**config.mk**
```make
export PLATFORM = sky130hd
export DESIGN_NAME = ret_addr_stack
export DESIGN_NICKNAME = d
export VERILOG_FILES = /design/src/rtl/ret_addr_stack.sv
export SDC_FILE = /design/constraint.sdc
export NUM_CORES = 1
export LEC_CHECK = 0
export CORE_AREA = 2 2 102 129
export CTS_CLUSTER_SIZE = 20
export DETAILED_ROUTE_END_ITERATION = 10
export DIE_AREA = 0 0 104 131
export DONT_BUFFER_PORTS = 1
export HOLD_SLACK_MARGIN = 0.05
export PLACE_DENSITY = 0.4
export SLEW_MARGIN = 20
export SYNTH_ARGS = -nofsm -noshare
export SYNTH_HDL_FRONTEND = slang
export SYNTH_SLANG_ARGS = --single-unit
```
**constraint.sdc**
```tcl
create_clock -name clk -period 2.9 [get_ports clk]
set_input_delay 0.435 -clock clk [delete_from_list [all_inputs] [get_ports clk]]
set_output_delay 0.435 -clock clk [all_outputs]
set_load 0.01 [all_outputs]
```
**src/rtl/ret_addr_stack.sv**
```systemverilog
// Return-address stack: push stores at mem[count] and moves sp down by 4; pop returns the top entry.
// Optional RAS_PEEK_EN adds a combinational peek_data port showing the top entry.
module ret_addr_stack #(
    parameter int             DEPTH  = 8,
    parameter int             AW     = 8,
    parameter logic [AW-1:0]  SP_TOP = '0,
    localparam int            CW     = $clog2(DEPTH + 1)
) (
    input  logic          clk,
    input  logic          rst_n,
    input  logic          push,
    input  logic [AW-1:0] push_data,
    input  logic          pop,
    output logic [AW-1:0] pop_data,
    output logic          pop_valid,
    output logic [AW-1:0] sp,
    output logic [CW-1:0] count,
    output logic          full,
    output logic          empty,
    output logic          overflow_err,
    output logic          underflow_err,
`ifdef RAS_PEEK_EN
    output logic [AW-1:0] peek_data,
`endif
    input  logic          clear_err
);

    localparam int IW = $clog2(DEPTH);

    logic [AW-1:0] mem_q [DEPTH];

    logic [CW-1:0] count_q, count_d;
    logic [AW-1:0] sp_q, sp_d;
    logic [AW-1:0] pop_data_q, pop_data_d;
    logic          pop_valid_q, pop_valid_d;
    logic          ovf_q, ovf_d;
    logic          unf_q, unf_d;

    logic          wr_en;
    logic [IW-1:0] wr_idx;
    logic [IW-1:0] top_idx;
    logic          full_w, empty_w;

    assign full_w  = (count_q == CW'(DEPTH));
    assign empty_w = (count_q == '0);
    // Only meaningful while not empty; every use below is guarded.
    assign top_idx = IW'(count_q - CW'(1));

    always_comb begin
        count_d     = count_q;
        sp_d        = sp_q;
        pop_data_d  = pop_data_q;
        pop_valid_d = 1'b0;
        ovf_d       = clear_err ? 1'b0 : ovf_q;
        unf_d       = clear_err ? 1'b0 : unf_q;
        wr_en       = 1'b0;
        wr_idx      = top_idx;

        unique case ({push, pop})
            2'b10: begin
                if (!full_w) begin
                    wr_en   = 1'b1;
                    wr_idx  = IW'(count_q);
                    count_d = count_q + CW'(1);
                    sp_d    = sp_q - AW'(4);
                end else begin
                    ovf_d = 1'b1;
                end
            end
            2'b01: begin
                if (!empty_w) begin
                    pop_data_d  = mem_q[top_idx];
                    pop_valid_d = 1'b1;
                    count_d     = count_q - CW'(1);
                    sp_d        = sp_q + AW'(4);
                end else begin
                    unf_d = 1'b1;
                end
            end
            2'b11: begin
                pop_valid_d = 1'b1;
                if (!empty_w) begin
                    // Replace top: return the old entry, overwrite it in place.
                    pop_data_d = mem_q[top_idx];
                    wr_en      = 1'b1;
                    wr_idx     = top_idx;
                end else begin
                    pop_data_d = push_data;
                end
            end
            default: ;
        endcase
    end

    always_ff @(posedge clk or negedge rst_n) begin
        if (!rst_n) begin
            count_q     <= '0;
            sp_q        <= SP_TOP;
            pop_data_q  <= '0;
            pop_valid_q <= 1'b0;
            ovf_q       <= 1'b0;
            unf_q       <= 1'b0;
        end else begin
            count_q     <= count_d;
            sp_q        <= sp_d;
            pop_data_q  <= pop_data_d;
            pop_valid_q <= pop_valid_d;
            ovf_q       <= ovf_d;
            unf_q       <= unf_d;
        end
    end

    // Storage is deliberately not reset.
    always_ff @(posedge clk) begin
        if (wr_en) begin
            mem_q[wr_idx] <= push_data;
        end
    end

    assign pop_data      = pop_data_q;
    assign pop_valid     = pop_valid_q;
    assign sp            = sp_q;
    assign count         = count_q;
    assign full          = full_w;
    assign empty         = empty_w;
    assign overflow_err  = ovf_q;
    assign underflow_err = unf_q;

`ifdef RAS_PEEK_EN
    assign peek_data = empty_w ? '0 : mem_q[top_idx];
`endif

endmodule

```
== Word level (Yosys, flattened, before mapping) ==
Memories as Yosys holds them, arrays and structs flattened.
Index checks and enable logic that the tools add are counted.
Word-level totals
  RAM bits: 64
  register bits: 23
  input port bits: 13
  memories: 1
Memories
  mem_q: words 8, width 8, rd ports 1, clocked after Yosys merged registers in 0, wr ports 1, RTL line 30  | logic [AW-1:0] mem_q [DEPTH];
Cells by class
  reduce and logical (&&, ||, !) cells: 5
  $add $sub $neg: 4
  muxes and demuxes: 23
  equal/unequal tests: 6
Operators with widths (number)
  8-bit two-way mux: 4
  8-bit one-hot mux with 2 select lines: 2
  1-bit two-way mux: 10
  8-bit by 3-bit adder with 8-bit output, second input constant: 1
  4-bit two-way mux: 2
  4-bit one-hot mux with 2 select lines: 1
  8-bit by 3-bit subtractor with 8-bit output, second input constant: 1
  3-bit two-way mux: 2
  4-bit by 1-bit adder with 4-bit output, second input constant: 1
  2-bit equality test, second input constant: 2
  4-bit equality test, second input constant: 1
  4-bit logical NOT: 1
  2-bit inequality test, second input constant: 2
  1-bit one-hot mux with 2 select lines: 2
  2-bit nonzero test: 2
  4-bit by 1-bit subtractor with 4-bit output, second input constant: 1
  3-bit AND reduction: 1
  2-bit by 1-bit equality test with 1-bit output, second input constant: 1
  2-bit AND reduction: 1

== Logic depth before layout (Yosys ltp) ==
  depth after elaboration: 5
  mapped depth: 10
  depth with buffers taken out: 7

== Worst setup path after synthesis ==
Ideal clock, no wire load.
  kind: flip-flop to flip-flop
  start point: register count_q[0] (netlist: count[0])
  end point: memory mem_q[3][0], enable pin
  arrival time: 2.306 ns
  buffers on the path: 3
  stages on the path, launching flop included: 10
  setup time: 0.383 ns
  slack: 0.211 ns
  cells stage by stage: dfrtp_1 -> buf_2 -> buf_2 -> inv_1 -> ha_1 -> and3b_1 -> buf_2 -> nor3_1 -> nor2_1 -> nor3_1
On the way
  longest elaborated chain between the ends: 5
  elaborated cells between the ends (all ways): 10
  those cells by class: add/sub (1); eq/ne (1); mux (7); reduce/logical (1)
Ends and longest elaborated chain
  start, declared: RTL line 32  | logic [CW-1:0] count_q, count_d;
  start signal, assigned: RTL line 104  | count_q <= count_d;
  4-bit equality test *: RTL line 44  | assign full_w = (count_q == CW'(DEPTH));
  via full: RTL line 18  | output logic full,
  1-bit two-way mux: RTL line 61  | if (!full_w) begin
  1-bit one-hot mux with 2 select lines: RTL line 59  | unique case ({push, pop})
  1-bit two-way mux: RTL line 115  | if (wr_en) begin
  1-bit two-way mux (not written as such): RTL line 116  | mem_q[wr_idx] <= push_data;
  end, declared: RTL line 30
Mark *: on every way through the listed nets, which the timed path passes. The rest lies on a longest branch.

== Final worst setup path ==
  start point: register count_q[1] (netlist: count[1])
  end point: memory mem_q[1][1], enable pin
On the way
  longest elaborated chain between the ends: 5
  elaborated cells between the ends (all ways): 10
  those cells by class: add/sub (1); eq/ne (1); mux (7); reduce/logical (1)
Ends and longest elaborated chain (RTL line)
  4-bit equality test / 4-bit logical NOT (equally long branches): 44, 45
  1-bit two-way mux (on tied branches): 61, 82
  1-bit one-hot mux with 2 select lines: 59
  1-bit two-way mux: 115
  1-bit two-way mux (not written as such): 116
Parallel ways exist; a longest one is shown, timed or not.

==> flow_metrics.env <==
export IMPL_peakVddDrop_uv=416
export IMPL_crit_chain="inv_1 > ha_1 > or3b_4 > a31oi_1 > o21bai_1 > nor2_1"
export IMPL_gp_congestion=0.716
export IMPL_grt_overflow=0
export IMPL_yosysTopAreaCell="edfxtp_1"
export IMPL_vias_per_cell=4.79
export IMPL_finalClockSkew_ns=0.00918
export IMPL_antennaDiodeCount=0
export IMPL_outcome="complete, no violations"
export IMPL_ys_seq_area_share_pct=66.6
export IMPL_clk_latency_ns=0.33
export IMPL_drt_iter0_drc=136
export IMPL_power_w=0.00500
export IMPL_use_met3_pct=4.12
export IMPL_cts_hold_buf=2
export IMPL_clkSinkCount=85
export IMPL_timing_critical_path_buf_inv=1
export IMPL_cts_setup_buffers=0
export IMPL_critPathLaunchType="flop"
export IMPL_synth_edf_count=64
export IMPL_drive_gt1_share_pct=19.7
export IMPL_fin_crit_ns=2.59
export IMPL_dp_hpwl_microns=5590
export IMPL_root_buffer="clkbuf_16"
export IMPL_grt_use_total_pct=13.4
export IMPL_grt_pass1_wl_microns=13200
export IMPL_critical_path_required_ns=2.85
export IMPL_synth_top_area_share_pct=52.3
export IMPL_slew_violations=0
export IMPL_syn_area_sq_um=3670
export IMPL_hold_viol_final=0
export IMPL_setup_violations=0
export IMPL_finish_instance_area_sq_um=4220
export IMPL_cts_tree="built"
export IMPL_first_global_vias=2170
export IMPL_grt_use_met1_pct=15.5
export IMPL_grt_antenna_before_repair=0
export IMPL_vias=2023
export IMPL_hold_class="in2reg"
export IMPL_fmax_mhz=386
export IMPL_powerDensity_nw_per_um2=1180
export IMPL_wl_microns=8710
export IMPL_yosysUniqueCellTypes=43
export IMPL_io_buffers=0
export IMPL_drt_pass1_iter_count=4
export IMPL_drcViolationCount=0
export IMPL_ios=38
export IMPL_synthCells=234
export IMPL_synth_seq_cells=85
export IMPL_ys_warn_count=0
export IMPL_crit_fanout=8
export IMPL_place_area_sq_um=3900
export IMPL_fp_dieW_microns=104
export IMPL_area_growth_pct=14.9
export IMPL_drtAntennaViolNets=0
export IMPL_tns_ns=0
export IMPL_crit_arrival_ns=2.54
export IMPL_clk_pin_slew_ns=0.07
export IMPL_die_h_microns=131
export IMPL_drv_cap=0
export IMPL_clk_path_buf_depth=2
export IMPL_cpLargestDelayFamily="simple AND/OR/NAND/NOR gates"
export IMPL_relSlewSlack_pct=34.4
export IMPL_cts_buffers=9
export IMPL_grt_max_degree=26
export IMPL_busiest_layer="met2"
export IMPL_start_util_pct=29.5
export IMPL_ys_flop_type="edfxtp_1"
export IMPL_ys_async_sr_fraction_pct=24.7
export IMPL_rows=46
export IMPL_htreeDepth=3
export IMPL_tightest_slew_ns=0.981
export IMPL_post_route_period_util_pct=89.4
export IMPL_cp_end_kind="flop"
export IMPL_post_route_util_pct=33.9
export IMPL_rsz0062_at_grt="no"
export IMPL_core_sq_um=12400
export IMPL_fin_nets=270
export IMPL_die_area_sq_um=13600
export IMPL_slowest_stage="nor2_1"
export IMPL_synth_area_leaders="edfxtp_1 52%, dfrtp_1 14%, mux4_2 9.8%"
export IMPL_use_met2_pct=23.5
export IMPL_leakagePower_nw=1.47
export IMPL_crit_type="reg2reg"
export IMPL_cpPeakStageDelay_ns=0.75
export IMPL_cts_resized=0
export IMPL_avgSynthCellArea_sq_um=15.7
export IMPL_post_drt_wl_per_cell_microns=20.6
-- stage by stage --
| stage | cells | setup slack [ns] | hold slack (ns) |
|---|---|---|---|
| after floorplan | 235 | 0.211 | 0.139 |
| after global placement | 404 | 0.352 | 0.140 |
| after detailed placement | 404 | 0.268 | 0.140 |
| after CTS | 422 | 0.250 | 0.186 |
| after global routing | 422 | 0.0869 | 0.181 |
| final | 422 | 0.308 | 0.198 |
-- path summary, 6_finish.rpt --
check                        startpoint      endpoint  slack (ns)  depth (start not counted)
max in group asynchronous         rst_n         sp[7]        2.19                          2
min                        push_data[6]   mem_q[4][6]        0.20                          0
min reg2reg                overflow_err  overflow_err        0.59                          2
max reg2reg                    count[1]   mem_q[1][1]        0.31                          6
max                            count[1]   mem_q[1][1]        0.31                          6
min in group asynchronous         rst_n      count[3]        0.55                          2
-- final cells by class --
| class | count | area, sq um |
|---|---|---|
| fill | 1258 | 8210 |
| multi-input combinational | 129 | 1110 |
| timing repair buffer | 16 | 135 |
| inverter | 8 | 35.0 |
| sequential | 85 | 2450 |
| clock inverter | 3 | 46.3 |
| tap | 168 | 210 |
| clock buffer | 13 | 240 |
-- synthesized netlist by cell type, drive strengths merged, types with 2 or more instances --
master / number
edfxtp: 64
dfrtp: 21
nor2: 21
o22ai: 19
mux4: 16
buf: 11
o21ai: 8
ha: 7
inv: 7
nand2: 7
xnor2: 7
a21oi: 5
nor3: 5
mux2: 3
nand2b: 3
nor2b: 3
a21o: 2
and3b: 2
clkbuf: 2
nand3: 2
xor2: 2
-- layer usage --
metal | vias up | part of all wire, %
met5 | - | 0
met4 | 0 | 1.6
met1 | 1044 | 42
li1 | 924 | -
met3 | 7 | 5.6
met2 | 48 | 51
-- sequential cells by signal, summed over array words and instances (netlist names) --
| name | flops |
|---|---|
| pop_data | 8 |
| underflow_err | 1 |
| mem_q | 64 |
| pop_valid | 1 |
| count | 4 |
| overflow_err | 1 |
| sp | 6 |
-- worst register-to-register path, delay by kind of cell (launching register included) --
kind / cells / cell delay (ns)
fa+ha+maj: 1 / 0.21
buf+inv: 1 / 0.14
simple gates: 2 / 1.02
flops: 1 / 0.49
compound gates: 2 / 0.33
-- where the power goes --
| part | internal [W] | leakage (nW) | switching (W) | total [W] |
|---|---|---|---|---|
| clock | 0.000671 | 0.134 | 0.000447 | 0.00112 |
| combinational | 0.000821 | 0.501 | 0.00101 | 0.00183 |
| sequential | 0.00178 | 0.830 | 0.000264 | 0.00205 |
-- cells in the final DEF (no fill, tap or decap), types with 6 or more instances in the layout --
| master | n |
|---|---|
| clkbuf_16 | 9 |
| buf_4 | 14 |
| o22ai_1 | 18 |
| nor2_1 | 21 |
| o21ai_0 | 6 |
| dfrtp_1 | 21 |
| ha_1 | 7 |
| nand2_1 | 7 |
| xnor2_1 | 7 |
| edfxtp_1 | 64 |
| inv_1 | 7 |
| mux4_2 | 16 |
-- kinds of logic (layout without fill, tap and decap cells) --
group | Yosys count | count (layout) | share of synthesized area (%)
multiplexers | 19 | 19 | 10.7
adder cells (fa/ha/maj) | 8 | 8 | 2.93
other | 1 | 2 | 0.102
XOR/XNOR | 9 | 9 | 2.15
flip-flops | 85 | 85 | 66.6
AND/OR/NAND/NOR | 50 | 50 | 6.74
buffers and inverters | 21 | 40 | 3.37
AO/OA/AOI/OAI | 41 | 41 | 7.36
Power figures use the tool's default switching activity.
